$ cat src/rtl/cpu_control_fsm.sv
// Multicycle fetch/decode/control sequencer for the 16-bit CPU.
// It owns the program counter and fetches instruction words over a req/ack
// handshake. Each instruction then steps through DECODE, EXEC and WB, and the
// sequencer drives the RF_ALU control vector. Write strobes fire only in WB.
module cpu_control_fsm #(
    parameter int WIDTH   = 16,
    parameter int REGBITS = 4,
    parameter logic [WIDTH-1:0] RESET_PC = '0
) (
    input  logic               clk,
    input  logic               reset,
    output logic               instr_req,
    output logic [WIDTH-1:0]   instr_addr,
    input  logic               instr_ack,
    input  logic [WIDTH-1:0]   instr_rdata,
    input  logic [WIDTH-1:0]   reg_target,
    output logic [WIDTH-1:0]   pc,
    output logic               regWrite,
    output logic               shiftOrALU,
    output logic               alusrca,
    output logic               alusrcb,
    output logic               shiftType,
    output logic [WIDTH-1:0]   shiftDirection,
    output logic [REGBITS-1:0] aluControl,
    output logic [REGBITS-1:0] regAddress1,
    output logic [REGBITS-1:0] regAddress2,
    output logic [WIDTH-1:0]   immediate,
    output logic               jumpEN,
    output logic               jalEN,
    output logic               ALUselect,
    output logic [WIDTH-1:0]   RTarget,
    output logic               illegal
);

    typedef enum logic [2:0] {RESET, FETCH, DECODE, EXEC, WB} state_t;

    state_t state, next_state;

    logic [WIDTH-1:0]   ir;
    logic [3:0]         op, ext;
    logic [REGBITS-1:0] rd, rs;
    logic [7:0]         imm8;
    logic               fetch_done;

    logic               do_write, do_jump, do_jal;

    logic [REGBITS-1:0] d_alu;
    logic [WIDTH-1:0]   d_imm, d_sdir;
    logic               d_soa, d_srca, d_srcb, d_sel, d_wr, d_jump, d_jal, d_ill;

    assign op   = ir[15:12];
    assign ext  = ir[7:4];
    assign rd   = ir[8 +: REGBITS];
    assign rs   = ir[0 +: REGBITS];
    assign imm8 = ir[7:0];

    assign fetch_done = instr_req && instr_ack;
    assign instr_addr = pc;
    assign shiftType  = 1'b0;

    // The seven ALU operations share one code space in both R-form and I-form.
    function automatic logic is_alu_op(input logic [3:0] code);
        return code inside {4'h1, 4'h2, 4'h3, 4'h5, 4'h9, 4'hB, 4'hD};
    endfunction

    // State register; reset parks the sequencer in FETCH at the reset vector
    always_ff @(posedge clk or negedge reset) begin
        if (!reset) state <= FETCH;
        else        state <= next_state;
    end

    // Next-state: wait in FETCH for the ack, then one cycle each in DECODE/EXEC/WB
    always_comb begin
        next_state = state;
        case (state)
            RESET:   next_state = FETCH;
            FETCH:   if (fetch_done) next_state = DECODE;
            DECODE:  next_state = EXEC;
            EXEC:    next_state = WB;
            WB:      next_state = FETCH;
            default: next_state = FETCH;
        endcase
    end

    // Outputs: the request is gated by reset so it drops the instant reset asserts
    always_comb begin
        instr_req = (state == FETCH) && reset;
        regWrite  = (state == WB) && (do_write || do_jal);
        jumpEN    = (state == WB) && do_jump;
        jalEN     = (state == WB) && do_jal;
    end

    // Instruction decoder; undefined encodings decode as a NOP flagged illegal
    always_comb begin
        d_alu  = '0;
        d_imm  = '0;
        d_sdir = '0;
        d_soa  = 1'b0;
        d_srca = 1'b0;
        d_srcb = 1'b0;
        d_sel  = 1'b0;
        d_wr   = 1'b0;
        d_jump = 1'b0;
        d_jal  = 1'b0;
        d_ill  = 1'b0;
        if (op == 4'h0) begin
            if (is_alu_op(ext)) begin
                d_alu  = ext;
                d_soa  = 1'b1;
                d_srca = 1'b1;
                d_sel  = (ext == 4'hB);
                d_wr   = (ext != 4'hB);
            end else begin
                d_ill = 1'b1;
            end
        end else if (is_alu_op(op)) begin
            d_alu  = op;
            d_soa  = 1'b1;
            d_srca = 1'b1;
            d_srcb = 1'b1;
            d_sel  = (op == 4'hB);
            d_wr   = (op != 4'hB);
            if (op inside {4'h1, 4'h2, 4'h3})
                d_imm = {{(WIDTH-8){1'b0}}, imm8};
            else
                d_imm = {{(WIDTH-8){imm8[7]}}, imm8};
        end else if (op == 4'h8 && ext[3:1] == 3'b000) begin
            d_srca = 1'b1;
            d_srcb = 1'b1;
            d_sdir = {{(WIDTH-1){1'b0}}, ext[0]};
            d_imm  = {{(WIDTH-REGBITS){1'b0}}, rs};
            d_wr   = 1'b1;
        end else if (op == 4'h4 && ext == 4'hC) begin
            d_jal = 1'b1;
        end else if (op == 4'h4 && ext == 4'hD) begin
            d_jump = 1'b1;
        end else begin
            d_ill = 1'b1;
        end
    end

    // PC, instruction register and jump target; the PC reloads from RTarget in WB
    always_ff @(posedge clk or negedge reset) begin
        if (!reset) begin
            pc      <= RESET_PC;
            ir      <= '0;
            RTarget <= '0;
        end else begin
            if (state == FETCH && fetch_done) begin
                ir <= instr_rdata;
                pc <= pc + WIDTH'(1);
            end
            if (state == EXEC && (do_jump || do_jal))
                RTarget <= reg_target;
            if (state == WB && (do_jump || do_jal))
                pc <= RTarget;
        end
    end

    // Control vector registers, loaded once in DECODE and held until the next one
    always_ff @(posedge clk or negedge reset) begin
        if (!reset) begin
            aluControl     <= '0;
            regAddress1    <= '0;
            regAddress2    <= '0;
            immediate      <= '0;
            shiftDirection <= '0;
            shiftOrALU     <= 1'b0;
            alusrca        <= 1'b0;
            alusrcb        <= 1'b0;
            ALUselect      <= 1'b0;
            do_write       <= 1'b0;
            do_jump        <= 1'b0;
            do_jal         <= 1'b0;
            illegal        <= 1'b0;
        end else if (state == DECODE) begin
            aluControl     <= d_alu;
            regAddress1    <= rd;
            regAddress2    <= rs;
            immediate      <= d_imm;
            shiftDirection <= d_sdir;
            shiftOrALU     <= d_soa;
            alusrca        <= d_srca;
            alusrcb        <= d_srcb;
            ALUselect      <= d_sel;
            do_write       <= d_wr;
            do_jump        <= d_jump;
            do_jal         <= d_jal;
            if (d_ill) illegal <= 1'b1;
        end
    end

endmodule

$ cat config.mk
export PLATFORM = sky130hd
export DESIGN_NAME = cpu_control_fsm
export DESIGN_NICKNAME = d
export VERILOG_FILES = /design/src/rtl/cpu_control_fsm.sv
export SDC_FILE = /design/constraint.sdc
export NUM_CORES = 1
export LEC_CHECK = 0
export ABC_CLOCK_PERIOD_IN_PS = 2040
export CAP_MARGIN = 40
export CORE_MARGIN = 3
export CORE_UTILIZATION = 45
export CTS_CLUSTER_DIAMETER = 120
export DETAILED_ROUTE_END_ITERATION = 8
export PLACE_DENSITY = 0.76
export SLEW_MARGIN = 25
export SYNTH_ARGS = -nofsm -noshare
export SYNTH_HDL_FRONTEND = slang
export SYNTH_SLANG_ARGS = --single-unit
$ cat constraint.sdc
create_clock -name clk -period 2.04 [get_ports clk]
set_input_delay 0.204 -clock clk [delete_from_list [all_inputs] [get_ports clk]]
set_output_delay 0.204 -clock clk [all_outputs]
set_load 0.02 [all_outputs]
# After elaboration in Yosys (flattened, before gate mapping)
# Cells that the tools add are included.
[word_totals]
reg_bits = 103
inputBits = 35
elab_cells = 104
[classes]
add_sub_neg = 1
n_eq_ne = 24
muxes = 42
n_reduce_logical = 20
[ops]
columns = ["operator", "n"]
rows = [
  ["$mux W16", 5],
  ["$eq A4 B4 Y1 const B", 8],
  ["$mux W1", 31],
  ["$add A16 B1 Y16 const B", 1],
  ["$eq A4 B2 Y1 const B", 4],
  ["$mux W4", 4],
  ["$reduce_bool A7 Y1", 2],
  ["$eq A4 B3 Y1 const B", 3],
  ["$logic_and A1 B1 Y1", 11],
  ["$pmux W3 S3", 1],
  ["$eq A4 B1 Y1 const B", 2],
  ["$ne A4 B4 Y1 const B", 2],
  ["$eq A3 B2 Y1 const B", 2],
  ["$logic_not A4 Y1", 1],
  ["$eq A3 B1 Y1 const B", 1],
  ["$eq A3 B3 Y1 const B", 1],
  ["$logic_not A3 Y1", 1],
  ["$mux W3", 1],
  ["$reduce_bool A3 Y1", 1],
  ["$logic_or A1 B1 Y1", 2],
  ["$ne A2 B2 Y1 const B", 1],
  ["$reduce_and A2 Y1", 1],
  ["$reduce_bool A2 Y1", 1],
]

# Longest topological paths before layout
[logic_depth]
word_depth = 8
ltp_mapped = 7
mapped_depth_nobuf = 5

# Worst setup path after synthesis
# No wires, ideal clock.
[synth_path]
path_kind = "register -> register"
startpoint = "register pc[0] (netlist: instr_addr[0])"
endpoint = "register pc[12] (netlist: instr_addr[12])"
arrival_time_ns = 1.770
required_ns = 1.970
slack_ns = 0.200
stages_incl_launch_ff = 6
path_cell_list = "dfrtp_1 ha_1 nand4_1 or2_2 or4_1 nand3_1"
[synth_via]
elab_chain_cells = 3
[synth_lines]
columns = ["item", "line_no", "text"]
rows = [
  ["start: declaration", "17", "output logic [WIDTH-1:0] pc,"],
  ["start signal: assignment", "151", "pc <= pc + WIDTH'(1);"],
  ["start signal: assignment", "156", "pc <= RTarget;"],
  ["$add A16 B1 Y16", "151", ""],
  ["$mux W16", "149", "if (state == FETCH && fetch_done) begin"],
  ["$mux W16", "155", "if (state == WB && (do_jump || do_jal))"],
]
# Every way passes these cells. The select of a mux whose other input is x is not followed.
# A chain may end at the register's enable or synchronous reset.

# Worst setup path in the final report
# Same ends and word-level chain as after synthesis.

==> metrics <==
Max clock buf depth 2; f_max 531 MHz; Die ar. 9900 um2; Switching Share 38.5%; P per Cell Area 1140 nW/um2; Non-Filler Instances 608; delay-heaviest family, CP simple AND/OR/NAND/NOR gates; post-synthesis sequential area ratio 51.6%; WHS Endpoint ir[11]; Post-Syn Area 3930 um2; synth-to-layout area growth 34.6%; worst r2r path cells 5; Routed WL 9910 um; Num CTS Buffers 9; Max Transition Viols Final 0; Hold Path Origin instr_rdata[11]; critical path depth in cells 5; All-Layer GR Usage 20.8%; CTS root buffer clkbuf_8; DR pass1 iterations 4; I/O Pins 137; Die X 99.5 um; H-tree levels 3; Worst EP arrival 2.17 ns; reg-to-reg startpoint instr_addr[0]; register-to-register setup slack 0.16 ns; crit path max-delay cell type or4_1; worst hold path depth 3; Mapped Cells 390; Tightest Pin Transition 0.587 ns; DIE HEIGHT 99.5 um; P_int 3720 uW; Post-Place Cells 591; Synth async-reset ratio 100%; fin crit share 92.4%; Post-CTS Setup Inserts 0; Worst-path clk slew 0.08 ns; Tmin final 1.88 ns; Sink Count 81; grt ovf 0; vias 3264; sequential cell area 2030 um2; CP endpoint kind register; Switch Pwr 2330 uW; Initial Utilization 47.1%; ANT cells 0; clock share of power 18.5%; DR iter-0 viols 152; CTS tree done; core area 8340 um2; Post-Syn Area per Cell 10.1 um2; Startpoint Class register; Post-synth EDFFs 0; WL per Instance 16.3 um; initial antenna violation count 0; Reg power frac 42.0%; Yosys warning total 0; WP buf/inv 0; Final nets 534; HPWL after DPL 7400 um; standard-cell rows 33; Top FF cell, synth dfrtp_1; multi-input logic area 1590 um2; Max stage delay on crit path 0.48 ns; GPL Wtd Cong 0.837; Max-slew headroom 60.5%; share of cells above drive strength 1 12.9%; Max IR drop VDD 0.690 mV; Critical Path, Cell by Cell ha_1 -> nand4_1 -> or2_2 -> or4_1 -> nand3_1; largest net degree at the start of global routing 43; number of max-cap violations 0; Cell variety after synth 60; Vias/cell 5.37; Final Util 63.5%; Setup-failing EPs final 0; first-pass GRT wire length 16500 um; number of global-route vias before repair 3256; Clock Skew 0.00913 ns; port bufs 120; Critical Path RT 2.32 ns; endpoints failing hold 0; R2R Path End instr_addr[12]; number of fill cells 703; DRC 0; Yosys reg bits 81; Final ANT Viol Nets 0; worst skew pair latency 0.35 ns; RSZ-0062 raised after global routing false; Setup TNS 0 ns; HP Class input pin to register; Leakage 0.00235 uW; status finished, final reports clean; critical-path maximum fanout 6; worst hold slack 0.375 ns; Logic pwr share 39.5%; Crit Path Category register to register
## power by group through the flow
| stage | Combinational (uW) | Clock [uW] | Sequential [uW] |
|---|---|---|---|
| floorplan | 1160 | 0 | 2760 |
| global placement | 2340 | 0 | 2530 |
| detailed placement | 2410 | 0 | 2550 |
| CTS | 2410 | 1140 | 2540 |
| global route | 2570 | 1210 | 2620 |
| finish | 2380 | 1120 | 2540 |
## sequential cells by signal, indices dropped and copies added, names as in the netlist
signal          count
shiftDirection      1
ir                 16
regAddress2         4
shiftOrALU          1
do_jump             1
ALUselect           1
instr_addr         16
regAddress1         4
illegal             1
do_write            1
do_jal              1
state               3
immediate           9
alusrcb             1
alusrca             1
aluControl          4
RTarget            16
## through the flow
step | instance area, um2 | worst slack, ns | power (uW)
CTS | 5290 | 0.00134 | 6090
detailed placement | 5080 | 0.107 | 4960
global route | 5290 | 0.0478 | 6400
floorplan | 3990 | 0.200 | 3930
finish | 5290 | 0.155 | 6040
global placement | 5060 | 0.213 | 4870
## final cells by class
| cell class | count | share of cell area [%] |
|---|---|---|
| well taps | 105 | 2.48 |
| clock inverters | 4 | 0.496 |
| clock buffers | 12 | 3.12 |
| flip-flops and latches | 81 | 38.3 |
| repair buffers | 135 | 25.3 |
| multi-input cells | 267 | 30.0 |
| inverters | 4 | 0.284 |
## layer usage
metal | wire (um) | part of all wire, % | global-route usage, %
met2 | 4730 | 48 | 33.3
met3 | 676 | 6.8 | 3.93
met5 | 0 | 0 | 0
met4 | 136 | 1.4 | 6.30
met1 | 4370 | 44 | 28.8
## synthesized netlist by cell type (all sizes together), types with 2 or more instances
master	instances	area share, %
nor3b	5	1.1
or3	2	0.32
nor4	6	0.95
nand2	98	9.4
nor2b	3	0.48
mux2	16	4.6
o31ai	3	0.57
a22o	7	1.6
nand3	12	1.7
nor3	6	0.89
a221oi	2	0.89
a21bo	2	0.51
or2	3	0.48
clkbuf	6	0.57
a21oi	3	0.38
o21ai	18	2.3
dfrtp	80	51
a21o	2	0.38
buf	47	8.7
and2b	2	0.41
nand4	6	0.95
a221o	8	2.0
o311ai	3	0.67
nor2	14	1.4
and2	4	0.64
inv	4	0.38
xor2	2	0.45
a22oi	5	0.95
or4	4	0.86
## how the worst max path moves through the flow
stage	startpoint	end	slack, ns
after floorplan	instr_addr[0]	instr_addr[12]	0.20
after detailed placement	instr_addr[0]	instr_addr[12]	0.11
after CTS	state[2]	jalEN	0.001
final	instr_addr[0]	instr_addr[12]	0.16
after global routing	instr_addr[0]	instr_addr[12]	0.05
after global placement	state[0]	shiftOrALU	0.21
## worst register-to-register path, cell delays in order (launching register included)
cell	delay [ns]
dfrtp_1	0.45
ha_1	0.24
nand4_1	0.21
or2_2	0.36
or4_1	0.48
nand3_1	0.10
## cell usage in the layout (no fill, tap or decap), types with 2 or more instances in the layout
cell type,instances
clkdlybuf4s50_1,115
nand2_1,97
dfrtp_1,80
mux2_2,16
conb_1,16
o21ai_0,14
nor2_1,13
buf_4,13
clkbuf_8,12
nand3_1,11
a221o_1,8
a22o_1,7
nand4_1,6
nor4_1,6
a22oi_1,5
nor3_1,5
and2_1,4
o21ai_1,4
nor2b_1,3
inv_1,3
or4_1,3
or2_2,3
a21oi_1,3
nor3b_1,3
o31ai_1,3
nor3b_2,2
or3_1,2
a21o_1,2
o311ai_1,2
a21bo_2,2
xor2_1,2
clkinv_2,2
buf_12,2
dlygate4sd2_1,2
dlymetal6s2s_1,2
## timing repair
| action | in CTS | in global routing |
|---|---|---|
| endpoints found under the setup margin | 4 | 3 |
| hold buffers | 1 | 0 |
| hold endpoints to repair | 38 | 0 |
| gates resized for setup | 3 | 3 |
## logic make-up after synthesis
| logic type | synth area share (%) |
|---|---|
| and+or+nand+nor | 21.0 |
| DFF | 51.6 |
| AOI/OAI and AO/OA | 11.8 |
| buffers and inverters | 9.67 |
| muxes | 4.84 |
| xor gates and xnor gates | 0.668 |
| adders and majority gates | 0.318 |
| other | 0.0954 |
Power figures use the tool's default switching activity.
